==> src/rtl/ysyx_24090018_axi_rd_slave.sv <==
// AXI-lite style read slave: one outstanding read, address window/alignment checks, backing-memory fetch.
// Optional random response delay enabled by defining YSYX_24090018_RDELAY_EN.
module ysyx_24090018_axi_rd_slave #(
    parameter int unsigned       ADDR_W    = 32,
    parameter int unsigned       DATA_W    = 32,
    parameter logic [ADDR_W-1:0] BASE      = 32'h8000_0000,
    parameter logic [ADDR_W-1:0] SIZE      = 32'h0800_0000,
    parameter logic [7:0]        LFSR_SEED = 8'hA5
) (
    input  logic              clk,
    input  logic              rst,
    input  logic [ADDR_W-1:0] araddr_i,
    input  logic              arvalid_i,
    output logic              arready_o,
    output logic [DATA_W-1:0] rdata_o,
    output logic [1:0]        rresp_o,
    output logic              rvalid_o,
    input  logic              rready_i,
    output logic              mem_ren_o,
    output logic [ADDR_W-1:0] mem_addr_o,
    input  logic [DATA_W-1:0] mem_rdata_i
);

    localparam logic [1:0] RESP_OKAY   = 2'b00;
    localparam logic [1:0] RESP_SLVERR = 2'b10;
    localparam logic [1:0] RESP_DECERR = 2'b11;

    // Window bounds carry one extra bit so BASE+SIZE cannot wrap.
    localparam logic [ADDR_W:0] WIN_LO = {1'b0, BASE};
    localparam logic [ADDR_W:0] WIN_HI = WIN_LO + {1'b0, SIZE};

    if (LFSR_SEED == 8'h00) begin : g_seed_chk
        $error("LFSR_SEED must be nonzero");
    end

    typedef enum logic [2:0] {
        IDLE  = 3'd0,
        DELAY = 3'd1,
        ISSUE = 3'd2,
        CAPT  = 3'd3,
        RESP  = 3'd4
    } state_t;

    state_t              state_q, state_d;
    logic                arready_d, rvalid_d, mem_ren_d;
    logic [DATA_W-1:0]   rdata_d;
    logic [1:0]          rresp_d;
    logic [ADDR_W-1:0]   addr_d;
    logic                ar_hs, misaligned, in_window;
    logic [ADDR_W:0]     addr_ext;

    assign ar_hs      = arvalid_i & arready_o;
    assign addr_ext   = {1'b0, araddr_i};
    assign misaligned = (araddr_i[1:0] != 2'b00);
    assign in_window  = (addr_ext >= WIN_LO) && (addr_ext < WIN_HI);

`ifdef YSYX_24090018_RDELAY_EN
    logic [7:0] lfsr_q;
    logic [2:0] cnt_q, cnt_d;

    // Fibonacci LFSR, taps 8,6,5,4, free-running.
    always_ff @(posedge clk or negedge rst) begin
        if (!rst) begin
            lfsr_q <= LFSR_SEED;
            cnt_q  <= 3'd0;
        end else begin
            lfsr_q <= {lfsr_q[6:0], lfsr_q[7] ^ lfsr_q[5] ^ lfsr_q[4] ^ lfsr_q[3]};
            cnt_q  <= cnt_d;
        end
    end
`endif

    always_comb begin
        state_d   = state_q;
        arready_d = 1'b0;
        rvalid_d  = 1'b0;
        mem_ren_d = 1'b0;
        rdata_d   = rdata_o;
        rresp_d   = rresp_o;
        addr_d    = mem_addr_o;
`ifdef YSYX_24090018_RDELAY_EN
        cnt_d     = cnt_q;
`endif
        case (state_q)
            IDLE: begin
                if (ar_hs) begin
                    addr_d = araddr_i;
                    if (misaligned) begin
                        state_d = RESP;
                        rresp_d = RESP_SLVERR;
                        rdata_d = '0;
                    end else if (!in_window) begin
                        state_d = RESP;
                        rresp_d = RESP_DECERR;
                        rdata_d = '0;
                    end else begin
`ifdef YSYX_24090018_RDELAY_EN
                        cnt_d   = lfsr_q[2:0];
                        state_d = (lfsr_q[2:0] != 3'd0) ? DELAY : ISSUE;
`else
                        state_d = ISSUE;
`endif
                    end
                end
            end
            DELAY: begin
`ifdef YSYX_24090018_RDELAY_EN
                if (cnt_q <= 3'd1) state_d = ISSUE;
                else               cnt_d   = cnt_q - 3'd1;
`else
                state_d = ISSUE;
`endif
            end
            ISSUE: state_d = CAPT;
            CAPT: begin
                rdata_d = mem_rdata_i;
                rresp_d = RESP_OKAY;
                state_d = RESP;
            end
            RESP: begin
                if (rvalid_o && rready_i) state_d = IDLE;
            end
            default: state_d = IDLE;
        endcase
        // Handshake flags are registered copies of the next state.
        arready_d = (state_d == IDLE);
        rvalid_d  = (state_d == RESP);
        mem_ren_d = (state_d == ISSUE);
    end

    always_ff @(posedge clk or negedge rst) begin
        if (!rst) begin
            state_q    <= IDLE;
            arready_o  <= 1'b0;
            rvalid_o   <= 1'b0;
            mem_ren_o  <= 1'b0;
            rdata_o    <= '0;
            rresp_o    <= RESP_OKAY;
            mem_addr_o <= '0;
        end else begin
            state_q    <= state_d;
            arready_o  <= arready_d;
            rvalid_o   <= rvalid_d;
            mem_ren_o  <= mem_ren_d;
            rdata_o    <= rdata_d;
            rresp_o    <= rresp_d;
            mem_addr_o <= addr_d;
        end
    end

endmodule
==> config.mk <==
export PLATFORM = sky130hd
export DESIGN_NAME = ysyx_24090018_axi_rd_slave
export DESIGN_NICKNAME = d
export VERILOG_FILES = /design/src/rtl/ysyx_24090018_axi_rd_slave.sv
export SDC_FILE = /design/constraint.sdc
export NUM_CORES = 1
export LEC_CHECK = 0
export CELL_PAD_IN_SITES_DETAIL_PLACEMENT = 1
export CELL_PAD_IN_SITES_GLOBAL_PLACEMENT = 2
export CORE_UTILIZATION = 23
export CTS_BUF_LIST = sky130_fd_sc_hd__clkbuf_4 sky130_fd_sc_hd__clkbuf_8
export CTS_CLUSTER_DIAMETER = 80
export CTS_CLUSTER_SIZE = 24
export DETAILED_ROUTE_END_ITERATION = 6
export PLACE_DENSITY = 0.83
export SLEW_MARGIN = 10
export SYNTH_ARGS = -nofsm -noshare
export SYNTH_HDL_FRONTEND = slang
export SYNTH_SLANG_ARGS = --single-unit
export TNS_END_PERCENT = 30
==> constraint.sdc <==
create_clock -name clk -period 1.75 [get_ports clk]
set_input_delay 0.35 -clock clk [delete_from_list [all_inputs] [get_ports clk]]
set_output_delay 0.35 -clock clk [all_outputs]
set_load 0.01 [all_outputs]
; ---- Yosys cells after proc, flatten, opt, wreduce, memory -nomap -nowiden
; Cells that the tools add are included.
[totals]
ff_bits = 72
latch_bits = 0
ram_bits = 0
rom_bits = 0
inputBits = 68
out_inout_bits = 69
elab_cells = 39
n_memories = 0
[classes]
add_sub_neg = 0
mul = 0
div = 0
order_cmp = 2
n_eq_ne = 8
shifts = 0
n_mux = 13
bitwise_logic = 1
n_reduce_logical = 8
[ops]
columns = operator, n
row1 = $mux 32, 3
row2 = $pmux 32 s2, 1
row3 = $ge 32x32->1 const B, 1
row4 = $lt 32x32->1 const B, 1
row5 = $pmux 3 s5, 1
row6 = $mux 3, 4
row7 = $eq 3x2->1 const B, 3
row8 = $eq 3x3->1 const B, 2
row9 = $logic_not 3->1, 2
row10 = $mux 2, 3
row11 = $pmux 2 s2, 1
row12 = $reduce_bool 2->1, 2
row13 = $eq 3x1->1 const B, 1
row14 = $ne 3x3->1 const B, 1
row15 = $reduce_and 3->1, 1
row16 = $logic_and 1x1->1, 2
row17 = $ne 2x2->1 const B, 1
row18 = $reduce_and 2->1, 1
row19 = $and 1x1->1, 1

; ---- Depth between registers and ports, before layout
; Gate-level depths: netlist of run 1.
[logic_depth]
depth_word = 7
mapped_depth = 6
mapped_depth_nobuf = 4

; ---- Worst setup path after synthesis of run 1
; Ideal clock, no wire load.
[synth_path]
path_kind = reg-to-reg
start = register state_q[1]
end = register mem_addr_o[0]
setup_time_ns = 0.125
arrival_ns = 1.505
t_required_ns = 1.625
setup_slack_ns = 0.120
path_stages_with_launch = 5
n_path_buf = 2
period_less_slack_ns = 1.630
cell_sequence = dfrtp_1 -> or4_4 -> buf_6 -> buf_12 -> mux2_4
[synth_between]
elab_chain_len = 2
[synth_rtl]
columns = element, line
row1 = "start, declared", 44  ; state_t state_q, state_d;
row2 = "start signal, assigned", 141  ; state_q <= state_d;
row3 = $logic_not 3->1, 84  ; case (state_q)
row4 = $reduce_and 2->1 (no source line), n/a
row5 = "end signal, assigned", 147  ; mem_addr_o <= addr_d;
row6 = "end, declared", 20  ; output logic [ADDR_W-1:0] mem_addr_o,
; Every way passes these cells.
; A chain may end at the register's enable or synchronous reset.

; ---- Worst setup path in the final report of run 1
[layout_path]
start = register state_q[1]
end = register mem_addr_o[15]
; Same word-level chain as after synthesis.

==> results of run 1 <==
per-stage QoR:
stage	hold WS, ps	power, W	setup slack, ps
after floorplan	54.4	0.00358	120
after global placement	337	0.00472	-216
after detailed placement	340	0.00479	-235
after CTS	491	0.00617	63.1
after global routing	526	0.00644	2.96
final	510	0.00606	55.2
final timing paths:
check | to | cells after the start | slack (ps)
worst max register to register | mem_addr_o[15] | 3 | 60
worst max-delay path | mem_addr_o[15] | 3 | 60
max in group asynchronous | rdata_o[6] | 3 | 630
min in group clk | rresp_o[1] | 1 | 510
worst min-delay path | mem_addr_o[12] | 2 | 510
worst min register to register | rresp_o[1] | 1 | 510
critical path: cells and delay by family (launching register included):
family,cells,cell delay (ps)
buf+inv,1,210
flops,1,450
mux,1,320
simple gates,1,570
cell type report:
cell class | instances | area (um^2) | area share (%)
flip-flops and latches | 72 | 1800 | 37.9
repair buffers | 150 | 1520 | 31.9
multi-input cells | 154 | 1030 | 21.7
well taps | 172 | 215 | 4.52
clock buffers | 10 | 131 | 2.76
clock inverters | 5 | 58.8 | 1.24
inverters | 1 | 3.75 | 0.0789
layout by cell type, fill, tap and decap left out:
master / Yosys / layout
clkdlybuf4s50_1: 0 / 135
dfrtp_1: 72 / 72
nand2_1: 68 / 68
mux2_4: 30 / 30
o21ai_0: 28 / 28
buf_4: 0 / 10
clkbuf_8: 0 / 9
o21ai_1: 5 / 5
nor2_1: 5 / 4
buf_12: 3 / 4
nand3_1: 2 / 2
nand3b_1: 2 / 2
mux2_2: 2 / 2
clkinvlp_4: 0 / 2
nor4_2: 0 / 1
nor4_1: 2 / 1
and2_1: 1 / 1
a211oi_1: 1 / 1
inv_1: 1 / 1
or2b_1: 1 / 1
or2_2: 1 / 1
or4_4: 1 / 1
xnor2_1: 1 / 1
o22ai_1: 1 / 1
nor3_1: 1 / 1
nor2b_1: 1 / 1
nor2_2: 0 / 1
o21a_1: 1 / 1
clkbuf_4: 0 / 1
clkinv_4: 0 / 1
clkinv_2: 0 / 1
bufinv_16: 0 / 1
dlygate4sd3_1: 0 / 1
per-layer routing:
metal,share of wire [%],up-vias
met1,45,1142
met5,0,-
met2,46,93
met3,7.8,9
li1,-,1092
met4,1.2,0
registers in the layout (all words and copies together), names as in the netlist:
register	flops
mem_ren_o	1
arready_o	1
rdata_o	32
rvalid_o	1
mem_addr_o	32
state_q	3
rresp_o	2
where the power goes:
group	internal (W)	total [W]	leakage [nW]	switching, W
registers	0.00210	0.00237	0.924	0.000273
clock network	0.000667	0.00133	0.0918	0.000659
logic	0.00155	0.00236	1.02	0.000809
total	0.00432	0.00606	2.04	0.00174
timing repair:
action	in CTS	in global routing
hold buffers	1	0
buffers inserted	0	0
hold endpoints to repair	33	0
endpoints found under the setup margin	0	13
gates resized for setup	0	1
cells by family (layout without fill, tap and decap cells):
kind of cell	count (synthesis)	in the layout	synth area share, %
flip-flops	72	72	61.1
buffers and inverters	16	166	4.28
multiplexers	32	32	16.0
AO/OA/AOI/OAI	36	36	6.32
XOR/XNOR	1	1	0.297
AND/OR/NAND/NOR	85	85	12.0
==> run_results.csv, run 1 <==
group,metric,value,unit
run_status,status,"complete, but fails checks",
run_status,failed_checks,"design-rule violations",
placed_design,numPortBuffers,136,
global_routing,grt-ovfl-total,0,
layout,layout-drive-gt1-share,16.6,%
power_and_ir_drop,peakVddDrop,405,uV
critical_path,required,1980,ps
run,maxCapViolations,0,
die,start_util,23.5,%
timing,timing.slew.headroom,68.1,%
cts,cts_buffers,9,
worst_hold_path,worstHoldPathType,"input pin to async pin",
yosys,yosys_register_bits,72,
timing,rsz0062_at_grt,"no",
timing,setup_viol,0,
drt,drt_pass1_iterations,6,
drt,drt_iter0_markers,67,
critical_path,start_kind,"flop",
timing,worstMarginPinSlew,479,ps
yosys,synth_ff_type,"dfrtp_1",
layout,final_area,0.00476,mm^2
die,ios,137,
die,die_h,115,um
yosys,synth_commonest_cells,"72 x dfrtp_1, 68 x nand2_1, 30 x mux2_4, 28 x o21ai_0",
timing,period_minus_slack,1690,ps
timing,finalCritPeriodShare,96.8,%
cts,cts_tree,"yes",
placed_design,hpwl,6000,um
die,rows,41,
global_routing,grt_pass1_wl,13600,um
cts,cts_sinks,72,
yosys,synth-warning-count,0,
global_routing,top_usage_layer,"met2",
critical_path,slowest_delay,570,ps
die,core_area,0.0126,mm^2
yosys,synth_cell_type_count,26,
drt,drc,2,
layout,fin_cells,564,
drt,finalWirelength,8400,um
yosys,synth.yosys.seq_area_share,61.1,%
layout,antenna_cells,0,
global_routing,grt_max_degree,40,
layout,area_growth,61.3,%
power_and_ir_drop,p_leak,2.04,nW
drt,viasPerCell,4.14,
critical_path,worstSetupPathType,"flop to flop",
global_routing,grt_usage,13.4,%
timing,drv_slew,0,
cts,clkTransAtPathRegs,90,ps
layout,fin_util,37.9,%
layout,final_nets,456,
critical_path,slowest_stage,"or4_4",
global_routing,antenna_found_initial,0,
yosys,netlist_instances,242,
critical_path,worstPathCellList,"or4_4 -> buf_12 -> mux2_4",
timing,max_freq,0.590,GHz
drt,ant_nets,0,
timing,finClkSkew,14.1,ps
global_routing,grtUsageMet3,4.53,%
placed_design,dp.cells,548,
yosys,yosysMostFrequentCell,"dfrtp_1",
yosys,yosys.area.top_type,"dfrtp_1",
power_and_ir_drop,powerDensity,1270,mW/mm^2
layout,num-fill-cells,1386,
die,die_area,0.0133,mm^2
critical_path,worstReg2RegStart,"state_q[1]",
drt,vias,2336,
yosys,syn_area,0.00295,mm^2
timing,fin_tns_setup,0,ps
critical_path,cp_max_fo,33,
die,die_w,115,um
global_routing,grt_pass1_vias,2622,
critical_path,end_kind,"flop",
global_routing,use_met1,16.8,%
cts,htreeDepth,3,
placed_design,gp_congestion,0.654,
yosys,synth_edf_count,0,
cts,cts-root-buf,"clkbuf_8",
yosys,ys_async_sr_fraction,100,%
drt,wl_per_cell,14.9,um
yosys,synth_nets,310,
critical_path,critPathLaunch,"state_q[1]",
yosys,synth_area_leaders,"dfrtp_1 61%, mux2_4 15%, nand2_1 8.7%, o21ai_0 4.7%, buf_12 2.0%",
critical_path,arrival,1930,ps
timing,hold_viol,0,
global_routing,use_met2,21.2,%
yosys,synth.top_cell.area_share,61.1,%
placed_design,dpl_cell_area,0.00455,mm^2
cts,cts_buffer_depth,2,
cts,clk_latency,350,ps
yosys,avgSynthCellArea,12.2,um^2
Note: power is estimated with default switching activity, not from simulation.
==> run 2, diff against run 1 <==
--- a/config.mk
+++ b/config.mk
@@ -5,15 +5,17 @@
 export SDC_FILE = /design/constraint.sdc
 export NUM_CORES = 1
 export LEC_CHECK = 0
+export CAP_MARGIN = 10
 export CELL_PAD_IN_SITES_DETAIL_PLACEMENT = 1
 export CELL_PAD_IN_SITES_GLOBAL_PLACEMENT = 2
-export CORE_UTILIZATION = 23
+export CORE_UTILIZATION = 36
 export CTS_BUF_LIST = sky130_fd_sc_hd__clkbuf_4 sky130_fd_sc_hd__clkbuf_8
 export CTS_CLUSTER_DIAMETER = 80
 export CTS_CLUSTER_SIZE = 24
 export DETAILED_ROUTE_END_ITERATION = 6
-export PLACE_DENSITY = 0.83
-export SLEW_MARGIN = 10
+export DONT_BUFFER_PORTS = 1
+export PLACE_DENSITY = 0.84
+export SLEW_MARGIN = 20
 export SYNTH_ARGS = -nofsm -noshare
 export SYNTH_HDL_FRONTEND = slang
 export SYNTH_SLANG_ARGS = --single-unit
==> run 2 against run 1 <==
Compared with the run above: the run ends with negative hold slack left; flip-flop and latch count stayed put; cell area is 31% lower; sequential power is 11% higher; highest routed layer unchanged.
==> run_results.csv, run 2 (same netlist as run 1, synthesis figures left out) <==
group,metric,value,unit
placed_design,dpl_cell_area,0.00306,mm^2
timing,finalCritPeriodShare,96.6,%
worst_hold_path,worstHoldPathType,"input pin to async pin",
global_routing,grt_usage,15.3,%
die,start_util,37.8,%
critical_path,slowest_delay,570,ps
cts,cts_buffers,9,
cts,cts_buffer_depth,2,
power_and_ir_drop,peakVddDrop,458,uV
run_status,status,"complete, but fails checks",
layout,num-fill-cells,847,
layout,final_nets,313,
critical_path,arrival,1910,ps
global_routing,grt_pass1_wl,9920,um
layout,top_regs,"mem_addr_o: 32 flops, rdata_o: 32 flops, state_q: 3 flops",
timing,finClkSkew,12.0,ps
cts,htreeDepth,3,
critical_path,start_kind,"flop",
timing,timing.slew.headroom,81.1,%
drt,finalWirelength,6420,um
layout,register_area,0.00180,mm^2
timing,fin_ws,59.4,ps
timing,max_freq,0.592,GHz
drt,vias,1776,
cts,cts_sinks,72,
critical_path,required,1970,ps
critical_path,cp_max_fo,33,
die,die_w,92.5,um
drt,drt_iter0_markers,54,
layout,antenna_cells,0,
layout,fin_util,42.2,%
drt,ant_nets,0,
timing,drv_slew,0,
die,die_h,92.5,um
run_status,failed_checks,"negative hold slack",
cts,clk_latency,340,ps
layout,final_area,0.00330,mm^2
placed_design,gp_congestion,0.672,
die,ios,137,
run,maxCapViolations,0,
critical_path,cp_top_family,"simple AND/OR/NAND/NOR gates",
critical_path,worstReg2RegStart,"state_q[1]",
layout,final_common_cell,"dfrtp_1",
layout,final_cell_mix,"72 x dfrtp_1, 68 x nand2_1, 30 x mux2_4",
die,core_area,0.00781,mm^2
critical_path,worstSetupPathType,"flop to flop",
placed_design,numPortBuffers,0,
timing,worstMarginPinSlew,281,ps
critical_path,end_kind,"flop",
drt,wl_per_cell,18.2,um
power_and_ir_drop,powerDensity,1580,mW/mm^2
layout,layout-drive-gt1-share,24.0,%
drt,viasPerCell,5.05,
power_and_ir_drop,p_leak,1.51,nW
layout,multi_input_area,0.00104,mm^2
timing,setup_viol,0,
drt,drt_pass1_iterations,4,
cts,cts_tree,"yes",
global_routing,grt_max_degree,73,
power_and_ir_drop,power.total,0.00520,W
timing,period_minus_slack,1690,ps
timing,hold_viol,72,
cts,clkTransAtPathRegs,90,ps
global_routing,antenna_found_initial,0,
global_routing,grt_pass1_vias,1914,
placed_design,hpwl,4370,um
cts,cts-root-buf,"clkbuf_8",
critical_path,path_buf_inv,1,
layout,area_growth,11.7,%
die,rows,32,
placed_design,place_ws,76.6,ps
drt,drc,0,
die,die_area,0.00856,mm^2
critical_path,slowest_stage,"or4_4",
timing,fin_hold_ws,-305,ps
critical_path,worstPathCellList,"or4_4 -> buf_12 -> mux2_4",
timing,rsz0062_at_grt,"no",
global_routing,grt-ovfl-total,0,
critical_path,critPathLaunch,"state_q[1]",
timing,fin_tns_setup,0,ps
-- run 2: worst reg2reg max path: stages, from the launching register on --
cell	delay (ps)
dfrtp_1	450
or4_4	570
buf_12	210
mux2_4	340
-- run 2: report_power, final --
group | internal, W | leakage, nW | total [W] | switching, W
combinational | 0.000736 | 0.480 | 0.00111 | 0.000374
clock | 0.000826 | 0.107 | 0.00146 | 0.000636
sequential | 0.00210 | 0.924 | 0.00263 | 0.000533
-- run 2: cell type report --
class / count / area share (%)
clock buffer: 10 / 3.98
multi-input combinational: 154 / 31.5
inverter: 1 / 0.114
timing repair buffer: 7 / 3.11
sequential: 72 / 54.6
tap: 102 / 3.87
clock inverter: 6 / 2.81
-- run 2: per-layer routing --
| layer | share of wire (%) | wire (um) | global-route usage [%] |
|---|---|---|---|
| met1 | 42 | 2710 | 18.5 |
| met2 | 45 | 2870 | 23.2 |
| met3 | 12 | 762 | 7.80 |
| met4 | 1.1 | 70 | 5.47 |
| met5 | 0 | 0 | 0 |
-- run 2: final timing paths --
check	slack (ps)	depth (start not counted)	end
min in group clk	130	2	rdata_o[1]
min reg2reg	560	1	rresp_o[1]
min	-300	0	mem_addr_o[3]
max in group asynchronous	1940	0	rdata_o[7]
max	60	3	mem_addr_o[9]
max reg2reg	60	3	mem_addr_o[9]
-- run 2: timing repair --
action                                  in CTS  in global routing
gates resized for setup                      0                  2
hold endpoints to repair                    72                 72
endpoints found under the setup margin       0                  2
buffers inserted                             0                  0
-- run 2: metrics by stage --
| stage | cells | hold slack [ps] |
|---|---|---|
| 2_1_floorplan | 242 | 54.4 |
| 3_3_place_gp | 336 | 55.7 |
| 3_5_place_dp | 336 | 55.9 |
| 4_1_cts | 352 | -328 |
| 5_1_grt | 352 | -341 |
| 6_report | 352 | -305 |
==> run 3, diff against run 2 <==
==> constraint.sdc (replaced) <==
create_clock -name clk -period 1.5 [get_ports clk]
set_input_delay 0.3 -clock clk [delete_from_list [all_inputs] [get_ports clk]]
set_output_delay 0.3 -clock clk [all_outputs]
set_load 0.01 [all_outputs]
==> run 3 against run 2 <==
Compared with the run above: the flow finishes with violations (negative hold slack, negative setup slack); die area stayed put; sequential power increased by 16%; clock power is 11% higher; critical path depth is the same.
==> run_results.csv, run 3 (same netlist as run 1, synthesis figures left out) <==
group,metric,value,unit
run_status,status,"complete, but fails checks",
run_status,failed_checks,"negative hold slack, negative setup slack",
critical_path,worstReg2RegStart,"state_q[1]",
cts,cts_buffers,9,
die,start_util,37.8,%
global_routing,grt_max_degree,73,
timing,drv_slew,0,
timing,fin_hold_ws,-352,ps
critical_path,ff2ff_setup_slack,-120,ps
global_routing,antenna_found_initial,0,
layout,fin_cells,361,
run,maxCapViolations,0,
cts,cts_tree,"yes",
drt,wl_per_cell,18.8,um
critical_path,r2r-end,"mem_addr_o[13]",
placed_design,dp.cells,345,
critical_path,cp_top_family,"simple AND/OR/NAND/NOR gates",
placed_design,gp_congestion,0.705,
timing,rsz0062_at_grt,"yes",
timing,finalCritPeriodShare,108,%
critical_path,slowest_delay,560,ps
critical_path,reg2regPathDepth,3,
critical_path,worstSetupPathType,"flop to flop",
cts,clk_latency,340,ps
timing,finClkSkew,9.46,ps
timing,worstMarginPinSlew,294,ps
die,die_area,0.00856,mm^2
drt,drc,0,
drt,viasPerCell,5.04,
die,die_h,92.5,um
critical_path,start_kind,"flop",
cts,cts_buffer_depth,2,
critical_path,path_buf_inv,1,
global_routing,grt_pass1_wl,10500,um
layout,layout-drive-gt1-share,27.0,%
timing,max_freq,0.618,GHz
layout,final_common_cell,"dfrtp_1",
cts,cts_sinks,72,
critical_path,worstPathCellList,"or4_4 -> buf_12 -> mux2_4",
timing,setup_viol,44,
critical_path,cp_max_fo,32,
drt,finalWirelength,6800,um
placed_design,hpwl,4600,um
power_and_ir_drop,p_leak,1.57,nW
drt,drt_pass1_iterations,4,
die,die_w,92.5,um
timing,period_minus_slack,1620,ps
die,rows,32,
layout,final_area,0.00338,mm^2
power_and_ir_drop,peakVddDrop,522,uV
layout,final_nets,323,
worst_hold_path,worstHoldPathType,"input pin to async pin",
timing,hold_viol,72,
timing,timing.slew.headroom,80.2,%
global_routing,grt-ovfl-total,0,
layout,top_regs,"mem_addr_o: 32 flops, rdata_o: 32 flops, state_q: 3 flops",
drt,ant_nets,0,
critical_path,path_depth,3,
drt,vias,1819,
global_routing,grt_pass1_vias,2004,
critical_path,end_kind,"flop",
die,core_area,0.00781,mm^2
cts,clkTransAtPathRegs,80,ps
die,ios,137,
layout,antenna_cells,0,
power_and_ir_drop,powerDensity,1800,mW/mm^2
placed_design,numPortBuffers,0,
cts,cts-root-buf,"clkbuf_8",
critical_path,required,1720,ps
timing,fin_ws,-117,ps
drt,drt_iter0_markers,50,
critical_path,arrival,1830,ps
placed_design,dpl_cell_area,0.00312,mm^2
layout,area_growth,14.6,%
cts,htreeDepth,3,
critical_path,critPathLaunch,"state_q[1]",
critical_path,slowest_stage,"or4_4",
layout,final_cell_mix,"72 x dfrtp_1, 68 x nand2_1, 30 x mux2_4",
critical_path,crit_end,"mem_addr_o[13]",
global_routing,grt_usage,16.4,%
-- run 3: what timing repair did --
| action | 4_1_cts | 5_1_grt |
|---|---|---|
| setup endpoints to repair | 61 | 62 |
| resized for setup | 7 | 3 |
| pin swaps | 1 | 0 |
| setup buffers | 0 | 0 |
| gates cloned | 1 | 0 |
| endpoints found under the hold margin | 72 | 72 |
-- run 3: worst min path at each step --
stage                     startpoint  depth (start not counted)        endpoint
after detailed placement         rst                          0  mem_addr_o[26]
after global placement           rst                          0  mem_addr_o[26]
after floorplan                  rst                          0       arready_o
final                            rst                          0  mem_addr_o[26]
after global routing             rst                          0   mem_addr_o[4]
after CTS                        rst                          0   mem_addr_o[7]
-- run 3: worst reg2reg max path, stage by stage, from the launching register on --
cell and delay (ps):
dfrtp_1 390, or4_4 560, buf_12 210, mux2_4 340
-- run 3: power breakdown --
part / internal, W / switching [W]
clock network: 0.000921 / 0.000702
registers: 0.00245 / 0.000612
logic: 0.000924 / 0.000472
-- run 3: layer usage --
layer / wire length [um] / GRT usage, % / vias up
li1: - / - / 828
met1: 2810 / 20.2 / 875
met2: 3090 / 25.0 / 107
met3: 822 / 7.80 / 9
met4: 76 / 6.25 / 0
met5: 0 / 0 / -
-- run 3: cell type report --
class	count	area, um^2
Sequential cell	72	1800
Timing Repair Buffer	17	198
Clock buffer	9	124
Inverter	1	3.75
Tap cell	102	128
Clock inverter	6	85.1
Fill cell	845	4430
Multi-Input combinational cell	154	1040
-- run 3: metrics by stage --
stage / setup TNS, ps / setup slack (ps) / util, % / power (W)
floorplan: -4460 / -130 / - / 0.00417
detailed placement: -3490 / -98.5 / 39.9 / 0.00449
CTS: -3540 / -116 / 43.3 / 0.00617
finish: -3450 / -117 / 43.3 / 0.00608
global route: -5170 / -128 / 43.3 / 0.00640
global placement: -2150 / -54.3 / 39.9 / 0.00438
